[config.mk]
export PLATFORM = sky130hd
export DESIGN_NAME = mem_arbiter
export DESIGN_NICKNAME = d
export VERILOG_FILES = /design/src/rtl/mem_arb_pkg.sv /design/src/rtl/mem_arb_grant.sv /design/src/rtl/mem_arbiter.sv
export SDC_FILE = /design/constraint.sdc
export NUM_CORES = 1
export LEC_CHECK = 0
export CORE_UTILIZATION = 30
export DETAILED_ROUTE_END_ITERATION = 8
export PLACE_DENSITY = 0.79
export SYNTH_ARGS = -nofsm -noshare
export SYNTH_HDL_FRONTEND = slang
export SYNTH_HIERARCHICAL = 1
export SYNTH_SLANG_ARGS = --single-unit
export TNS_END_PERCENT = 20
[constraint.sdc]
create_clock -name clk -period 1.6 [get_ports clk]
set_input_delay 0.32 -clock clk [delete_from_list [all_inputs] [get_ports clk]]
set_output_delay 0.32 -clock clk [all_outputs]
set_load 0.03 [all_outputs]
[src/rtl/mem_arb_pkg.sv]
// Shared types and constants for the memory arbiter.
// MEM_ARB_RR_EN (optional) enables round-robin fill arbitration in mem_arb_grant.
package mem_arb_pkg;

    typedef enum logic [1:0] {
        IDLE  = 2'd0,
        WRITE = 2'd1,
        FILL  = 2'd2,
        DONE  = 2'd3
    } state_e;

    typedef enum logic {
        OWN_IC = 1'b0,
        OWN_DC = 1'b1
    } owner_e;

    localparam logic [15:0] BLK_MASK = 16'hFFF0;

endpackage

[src/rtl/mem_arb_grant.sv]
// Combinational request pick: store first, then a D/I fill.
// MEM_ARB_RR_EN defined: ties between misses alternate using last_owner_i.
module mem_arb_grant
    import mem_arb_pkg::*;
(
`ifdef MEM_ARB_RR_EN
    input  owner_e last_owner_i,
`endif
    input  logic   wr_req_i,
    input  logic   dc_miss_i,
    input  logic   ic_miss_i,
    output logic   wr_gnt_o,
    output logic   fill_gnt_o,
    output owner_e owner_o
);

    always_comb begin
        wr_gnt_o   = wr_req_i;
        fill_gnt_o = !wr_req_i && (dc_miss_i || ic_miss_i);
        owner_o    = OWN_DC;
`ifdef MEM_ARB_RR_EN
        if (dc_miss_i && ic_miss_i) begin
            owner_o = (last_owner_i == OWN_DC) ? OWN_IC : OWN_DC;
        end else if (ic_miss_i) begin
            owner_o = OWN_IC;
        end
`else
        if (!dc_miss_i && ic_miss_i) begin
            owner_o = OWN_IC;
        end
`endif
    end

endmodule

[src/rtl/mem_arbiter.sv]
// Main-memory arbiter: write-through stores and pipelined 8-word cache fills.
// MEM_ARB_RR_EN (optional) alternates fill priority between D and I misses.
module mem_arbiter
    import mem_arb_pkg::*;
#(
    parameter int unsigned WORDS_PER_BLK = 8,
    parameter int unsigned MEM_LAT       = 4
)(
    input  logic        clk,
    input  logic        rst,
    input  logic        dc_wr_req,
    input  logic [15:0] dc_wr_addr,
    input  logic [15:0] dc_wr_data,
    input  logic        dc_miss,
    input  logic [15:0] dc_miss_addr,
    input  logic        ic_miss,
    input  logic [15:0] ic_miss_addr,
    input  logic [15:0] mem_rdata,
    input  logic        mem_valid,
    output logic        mem_en,
    output logic        mem_wr,
    output logic [15:0] mem_addr,
    output logic [15:0] mem_wdata,
    output logic [15:0] fill_data,
    output logic [2:0]  fill_idx,
    output logic        ic_fill_we,
    output logic        dc_fill_we,
    output logic        ic_fill_done,
    output logic        dc_fill_done,
    output logic        dc_wr_ack,
    output logic        busy
);

    localparam int unsigned       CNT_W     = $clog2(WORDS_PER_BLK) + 1;
    localparam logic [CNT_W-1:0]  BLK_WORDS = CNT_W'(WORDS_PER_BLK);
    localparam logic [CNT_W-1:0]  LAST_WORD = CNT_W'(WORDS_PER_BLK - 1);
    localparam logic [CNT_W-1:0]  LAT_C     = CNT_W'(MEM_LAT);

    state_e             state_q, state_d;
    owner_e             owner_q, owner_d;
    logic [15:0]        base_q, base_d;
    logic [CNT_W-1:0]   issue_cnt_q, issue_cnt_d;
    logic [CNT_W-1:0]   recv_cnt_q, recv_cnt_d;

    logic               wr_gnt;
    logic               fill_gnt;
    owner_e             gnt_owner;
    logic               fill_beat;

`ifdef MEM_ARB_RR_EN
    owner_e             last_owner_q, last_owner_d;

    assign last_owner_d = (state_q == DONE) ? owner_q : last_owner_q;
`endif

    mem_arb_grant u_grant (
`ifdef MEM_ARB_RR_EN
        .last_owner_i (last_owner_q),
`endif
        .wr_req_i     (dc_wr_req),
        .dc_miss_i    (dc_miss),
        .ic_miss_i    (ic_miss),
        .wr_gnt_o     (wr_gnt),
        .fill_gnt_o   (fill_gnt),
        .owner_o      (gnt_owner)
    );

    // Returns outside FILL or beyond the block are stale and dropped here.
    assign fill_beat = (state_q == FILL) && mem_valid && (recv_cnt_q < BLK_WORDS);

    always_comb begin
        state_d      = state_q;
        owner_d      = owner_q;
        base_d       = base_q;
        issue_cnt_d  = issue_cnt_q;
        recv_cnt_d   = recv_cnt_q;
        mem_en       = 1'b0;
        mem_wr       = 1'b0;
        mem_addr     = '0;
        mem_wdata    = '0;
        fill_data    = '0;
        fill_idx     = '0;
        ic_fill_we   = 1'b0;
        dc_fill_we   = 1'b0;
        ic_fill_done = 1'b0;
        dc_fill_done = 1'b0;
        dc_wr_ack    = 1'b0;
        busy         = (state_q != IDLE);

        case (state_q)
            IDLE: begin
                if (wr_gnt) begin
                    state_d = WRITE;
                end else if (fill_gnt) begin
                    state_d     = FILL;
                    owner_d     = gnt_owner;
                    base_d      = ((gnt_owner == OWN_DC) ? dc_miss_addr : ic_miss_addr) & BLK_MASK;
                    issue_cnt_d = '0;
                    recv_cnt_d  = '0;
                end
            end
            WRITE: begin
                mem_en    = 1'b1;
                mem_wr    = 1'b1;
                mem_addr  = dc_wr_addr;
                mem_wdata = dc_wr_data;
                dc_wr_ack = 1'b1;
                state_d   = IDLE;
            end
            FILL: begin
                if (issue_cnt_q < BLK_WORDS) begin
                    mem_en      = 1'b1;
                    mem_addr    = base_q + 16'({issue_cnt_q[CNT_W-2:0], 1'b0});
                    issue_cnt_d = issue_cnt_q + CNT_W'(1);
                end
                if (fill_beat) begin
                    fill_data  = mem_rdata;
                    fill_idx   = recv_cnt_q[2:0];
                    ic_fill_we = (owner_q == OWN_IC);
                    dc_fill_we = (owner_q == OWN_DC);
                    recv_cnt_d = recv_cnt_q + CNT_W'(1);
                    if (recv_cnt_q == LAST_WORD) begin
                        state_d = DONE;
                    end
                end
            end
            DONE: begin
                ic_fill_done = (owner_q == OWN_IC);
                dc_fill_done = (owner_q == OWN_DC);
                state_d      = IDLE;
            end
            default: state_d = IDLE;
        endcase
    end

    always_ff @(posedge clk) begin
        if (rst) begin
            state_q      <= IDLE;
            owner_q      <= OWN_DC;
            base_q       <= '0;
            issue_cnt_q  <= '0;
            recv_cnt_q   <= '0;
`ifdef MEM_ARB_RR_EN
            last_owner_q <= OWN_IC;
`endif
        end else begin
            state_q      <= state_d;
            owner_q      <= owner_d;
            base_q       <= base_d;
            issue_cnt_q  <= issue_cnt_d;
            recv_cnt_q   <= recv_cnt_d;
`ifdef MEM_ARB_RR_EN
            last_owner_q <= last_owner_d;
`endif
        end
    end

`ifndef SYNTHESIS
    always_ff @(posedge clk) begin
        if (!rst) begin
            assert (!(ic_fill_we || dc_fill_we) || (state_q == FILL && recv_cnt_q < BLK_WORDS))
                else $error("fill write enable raised outside an active fill");
            assert (!(state_q == FILL && mem_valid && recv_cnt_q == '0 && issue_cnt_q < LAT_C))
                else $error("memory returned data before its latency elapsed");
        end
    end
`endif

endmodule

== Yosys cells after proc, flatten, opt, wreduce, memory -nomap -nowiden ==
Index checks and enable logic that the tools add are counted.
Operators by class
  $add $sub $neg: 3
  $lt $le $gt $ge: 2
  eq/ne operators: 10
  multiplexer cells: 29
  bitwise operators: 2
  reductions and logical operators: 15
Operators by type and width (count)
  16-bit 2-to-1 mux: 5
  16-bit case mux with 2 select lines: 1
  16-bit by 4-bit adder with 16-bit output: 1
  4-bit 2-to-1 mux: 4
  4-bit case mux with 2 select lines: 2
  1-bit 2-to-1 mux: 9
  4-bit by 1-bit adder with 4-bit output, second input constant: 2
  4-bit < comparator, second input constant: 2
  2-bit 2-to-1 mux: 4
  4-bit AND reduction: 2
  3-bit 2-to-1 mux: 2
  2-bit inequality test, second input constant: 3
  2-bit case mux with 3 select lines: 1
  3-bit AND reduction: 2
  2-bit == test, second input constant: 2
  4-bit by 3-bit == test with 1-bit output, second input constant: 1
  1-bit logical AND: 4
  2-bit by 1-bit inequality test with 1-bit output, second input constant: 2
  2-bit nonzero test: 2
  3-bit inequality test, second input constant: 1
  2-bit by 1-bit == test with 1-bit output, second input constant: 1
  1-bit logical NOT: 2
  2-bit logical NOT: 1
  1-bit NOT: 2
  other kinds (3): 3
Storage, ports and cells
  register bits: 23
  input port bits: 86
  logic and storage cells: 66

== Logic depth before layout (Yosys ltp) ==
  depth after elaboration: 5
  gate-level depth with buffers: 8
  mapped depth without buffers: 6

== Modules after synthesis ==
Netlist, hierarchy kept.
By module, submodules not included
  mem_arbiter: instances 1, cells each 207, area each 1721.7 um^2, seq. area each 460.4 um^2
  mem_arb_grant: instances 1, cells each 3, area each 23.8 um^2, seq. area each 0.0 um^2

== Worst setup path before layout ==
No wires, ideal clock.
  path kind: reg-to-output
  start: register state_q[1]
  end: output mem_addr[11]
  arrival time: 1724 ps
  data required time: 1280 ps
  slack: -444 ps
  cell stages (with the launch flop): 6
  path buffers: 1
  cells stage by stage: dfxtp_1 -> inv_1 -> ha_1 -> clkbuf_1 -> a22oi_1 -> nor2b_1
Between the ends
  word-level cells in the longest chain between the ends: 2
  elaborated cells between the ends (all ways): 3
RTL lines
  start: declaration: line mem_arbiter.sv:39  | state_e state_q, state_d;
  start signal: assignment: line mem_arbiter.sv:147  | state_q <= state_d;
  2-bit == test / 2-bit by 1-bit == test with 1-bit output (equally long branches): line mem_arbiter.sv:90  | case (state_q)
  16-bit case mux with 2 select lines (*): line mem_arbiter.sv:90
  end: declaration: line mem_arbiter.sv:22  | output logic [15:0] mem_addr,
Every way passes the cells marked *; elsewhere a longest branch is shown, timed or not.

== Worst setup path in the final report ==
  start: register state_q[0]
  end: output mem_addr[13]
Same word-level chain as after synthesis.

==> impl_results.md <==
- Utilization after layout: 0.6965
- Worst setup margin: -0.2537 ns
- Final hold vios: 0
- DRC viols: 0
- Crit path required time: 1.28 ns
- R2R depth: 8
- Flops & latches, synth: 23
- Peak supply drop: 0.0007616 V
- Fill cells: around 420
- Gr usage total: 0.1976
- Critical setup path kind: flop to output pin
- Crit. End Element: output pin
- Failing checks: setup timing
- Sequential fraction of the synthesis area: 0.2638
- N_diodes: 0
- PwrDens: 1343 nW/µm²
- Largest net degree at the start of global routing: 29
- # setup viols final: 50
- DR WL/cell: 15.01 µm
- Commonest non-fill, non-tap cells in the layout: 76 x clkdlybuf4s50_1, 58 x buf_6, 24 x buf_4, 21 x dfxtp_1, 19 x and3_1
- Post-Syn Area: 1745 µm²
- Commonest non-fill, non-tap cell in the layout: clkdlybuf4s50_1
- Worst slew pin tran: 0.2484 ns
- CP Launch Type: flop
- CTS max path bufs: 2
- Syn_area_per_cell: 8.312 µm²
- Final period util: 1.159
- Syn nets: slightly above 300
- Vias in the first global route: about 2,100
- Drt pass-1 iters: 4
- Die footprint: 6127 µm²
- Fin nets: between 400 and 500
- Crit path DAT: 1.53 ns
- Post-route minimum period: 1.854 ns
- Leakage power: 0.001654 µW
- Final ANT Viol Nets: 0
- Worst Setup Slack post-DPL: -0.2776 ns
- Root Buffer Master: clkbuf_8
- RePlAce Congestion: 0.7994
- Outcome: finished with violations
- Async set-or-reset flop fraction in the synthesized netlist: 0
- Die extent in x: 78.28 µm
- Net Switching: 2197 µW
- Starting Density: 0.3150
- Vias/cell: 4.913
- First-pass GRT wire length: just under 10 mm
- Initial antenna violation count: 0
- Worst-Skew Late Latency: roughly 0.27 ns
- Main synth FF type: dfxtp_1
- Comb power frac: 0.780
- Clk_skew: between 0.003 and 0.004 ns
- Slew headroom: 0.8330
- CTS Sinks: 23
- Max cap viols: 0
- Post-synth EDFFs: 0
- Top cell type's share of synthesized area: 0.2638
- CORE AREA: 5540 µm²
- Synth top area cells: dfxtp_1 26%, and3_1 7.5%, and2_1 7.2%
- Starting DRT DRC Count: between 50 and 60
- Seq pwr share: 0.149
- Port bufs: 136
- Die height: 78.28 µm
- Synth Warn #: 6
- DR vias: 2,142
- Clock share of power: 0.071
- Clock-pin slew on the worst setup and hold paths: 0.08 ns
- Area growth, synth to finish: 121.1%
- CTS tree: built
- Switching share of power: 0.4237
- F_max: 0.5395 GHz
- GRT overflow: 0
- Drt total wl: 6.545 mm
- Syn Inst Count: 210
- Share of layout cells above drive strength 1: 0.4698
- CP max FO: 6
- Worst Hold Path Cells: 2
- Pint: 2987 µW
- HP Class: flop to flop
- Setup TNS: -6.753 ns
- RSZ-0062 raised after global routing: true
- FP Rows: 27
- Num CTS Buffers: 3
- I/O pin total: between 100 and 150
- Post-synth top area cell: dfxtp_1
- Slew Viols, Final: 0
- Htree depth: 1
- Yosys cell types: 39
- DP Wirelength: between 4 and 5 mm
- Total Power: ~5200 µW
[per-stage QoR]
step / std cells / area (µm²) / hold WS (ns)
6_report: 436 / 3859 / 0.5165
5_1_grt: 436 / 3859 / 0.5477
4_1_cts: 434 / 3608 / 0.5076
3_5_place_dp: 422 / 3283 / 0.4959
3_3_place_gp: 422 / 3283 / 0.4854
2_1_floorplan: 210 / 1844 / 0.4503
[flip-flops by register name, summed over array words and instances (netlist names)]
register,count
issue_cnt_q,4
owner_q,1
state_q,2
base_q,12
recv_cnt_q,4
[what timing repair did]
action / in CTS / in global routing
hold buffers: 0 / 0
gates resized for setup: 50 / 64
pin swaps: 4 / 6
buffers inserted: 6 / 1
cloned: 2 / 1
setup endpoints to repair: 70 / 73
[cell type report]
type | count | area, µm² | area share
timing repair buffer | 170 | 1827 | 0.4734
multi-input combinational | 163 | 1409 | 0.3651
sequential | 23 | 467.9 | 0.1213
tap | 72 | 90.09 | 0.02335
clock buffer | 4 | 45.04 | 0.01167
inverter | 4 | 20.02 | 0.005188
[cell families (layout without fill, tap and decap cells)]
group                      count (synthesis)  in the layout  share of synthesized area
adders and majority gates                  6              6                    0.04301
buffers and inverters                     24            178                    0.07168
DFF                                       23             23                     0.2638
AOI/OAI and AO/OA                         48             48                     0.2258
xor gates and xnor gates                   2              2                    0.01004
and+or+nand+nor                           95             95                     0.3168
muxes                                     12             12                    0.06882
[power by group through the flow]
stage | combinational [µW] | clock, µW | sequential, µW
final | 4040 | 366 | 773
after CTS | 3630 | 375 | 770
after global routing | 4280 | 411 | 786
after floorplan | 1960 | 0 | 756
after global placement | 3060 | 0 | 756
after detailed placement | 3090 | 0 | 764
[Yosys cell counts, types with 2 or more instances]
cell type  number
dfxtp_1        23
and3_1         21
and2_1         20
nor2b_1        19
nor2_1         18
a22oi_1        15
mux2i_1        12
clkbuf_1       10
a211oi_2        8
a21oi_1         6
ha_1            6
a211oi_1        4
buf_2           4
buf_4           4
inv_1           4
nand2_1         3
nand3_1         3
a211o_1         2
and3b_1         2
buf_6           2
nand2b_1        2
nand4b_1        2
o211ai_1        2
o21ai_0         2
xor2_1          2
[worst max-delay path, stage by stage, from the launching register on]
cell and delay, ns:
dfxtp_4 0.37, buf_4 0.13, ha_4 0.24, buf_4 0.14, a22oi_2 0.07, nor2b_2 0.17
buf_6 0.15
[worst paths after layout]
path	slack, ns	from	to
setup / recovery	-0.25	state_q[0]	mem_addr[13]
hold / removal	0.52	base_q[4]	base_q[4]
setup reg to reg	0.04	state_q[0]	issue_cnt_q[2]
hold reg to reg	0.52	base_q[4]	base_q[4]
[layer usage]
layer	GRT usage	wire, µm	vias up
li1	-	-	1054
met1	0.1996	2357	974
met2	0.4053	3544	109
met3	0.04070	596	5
met4	0.04444	46	0
met5	0	0	-
Power figures use the tool's default switching activity.
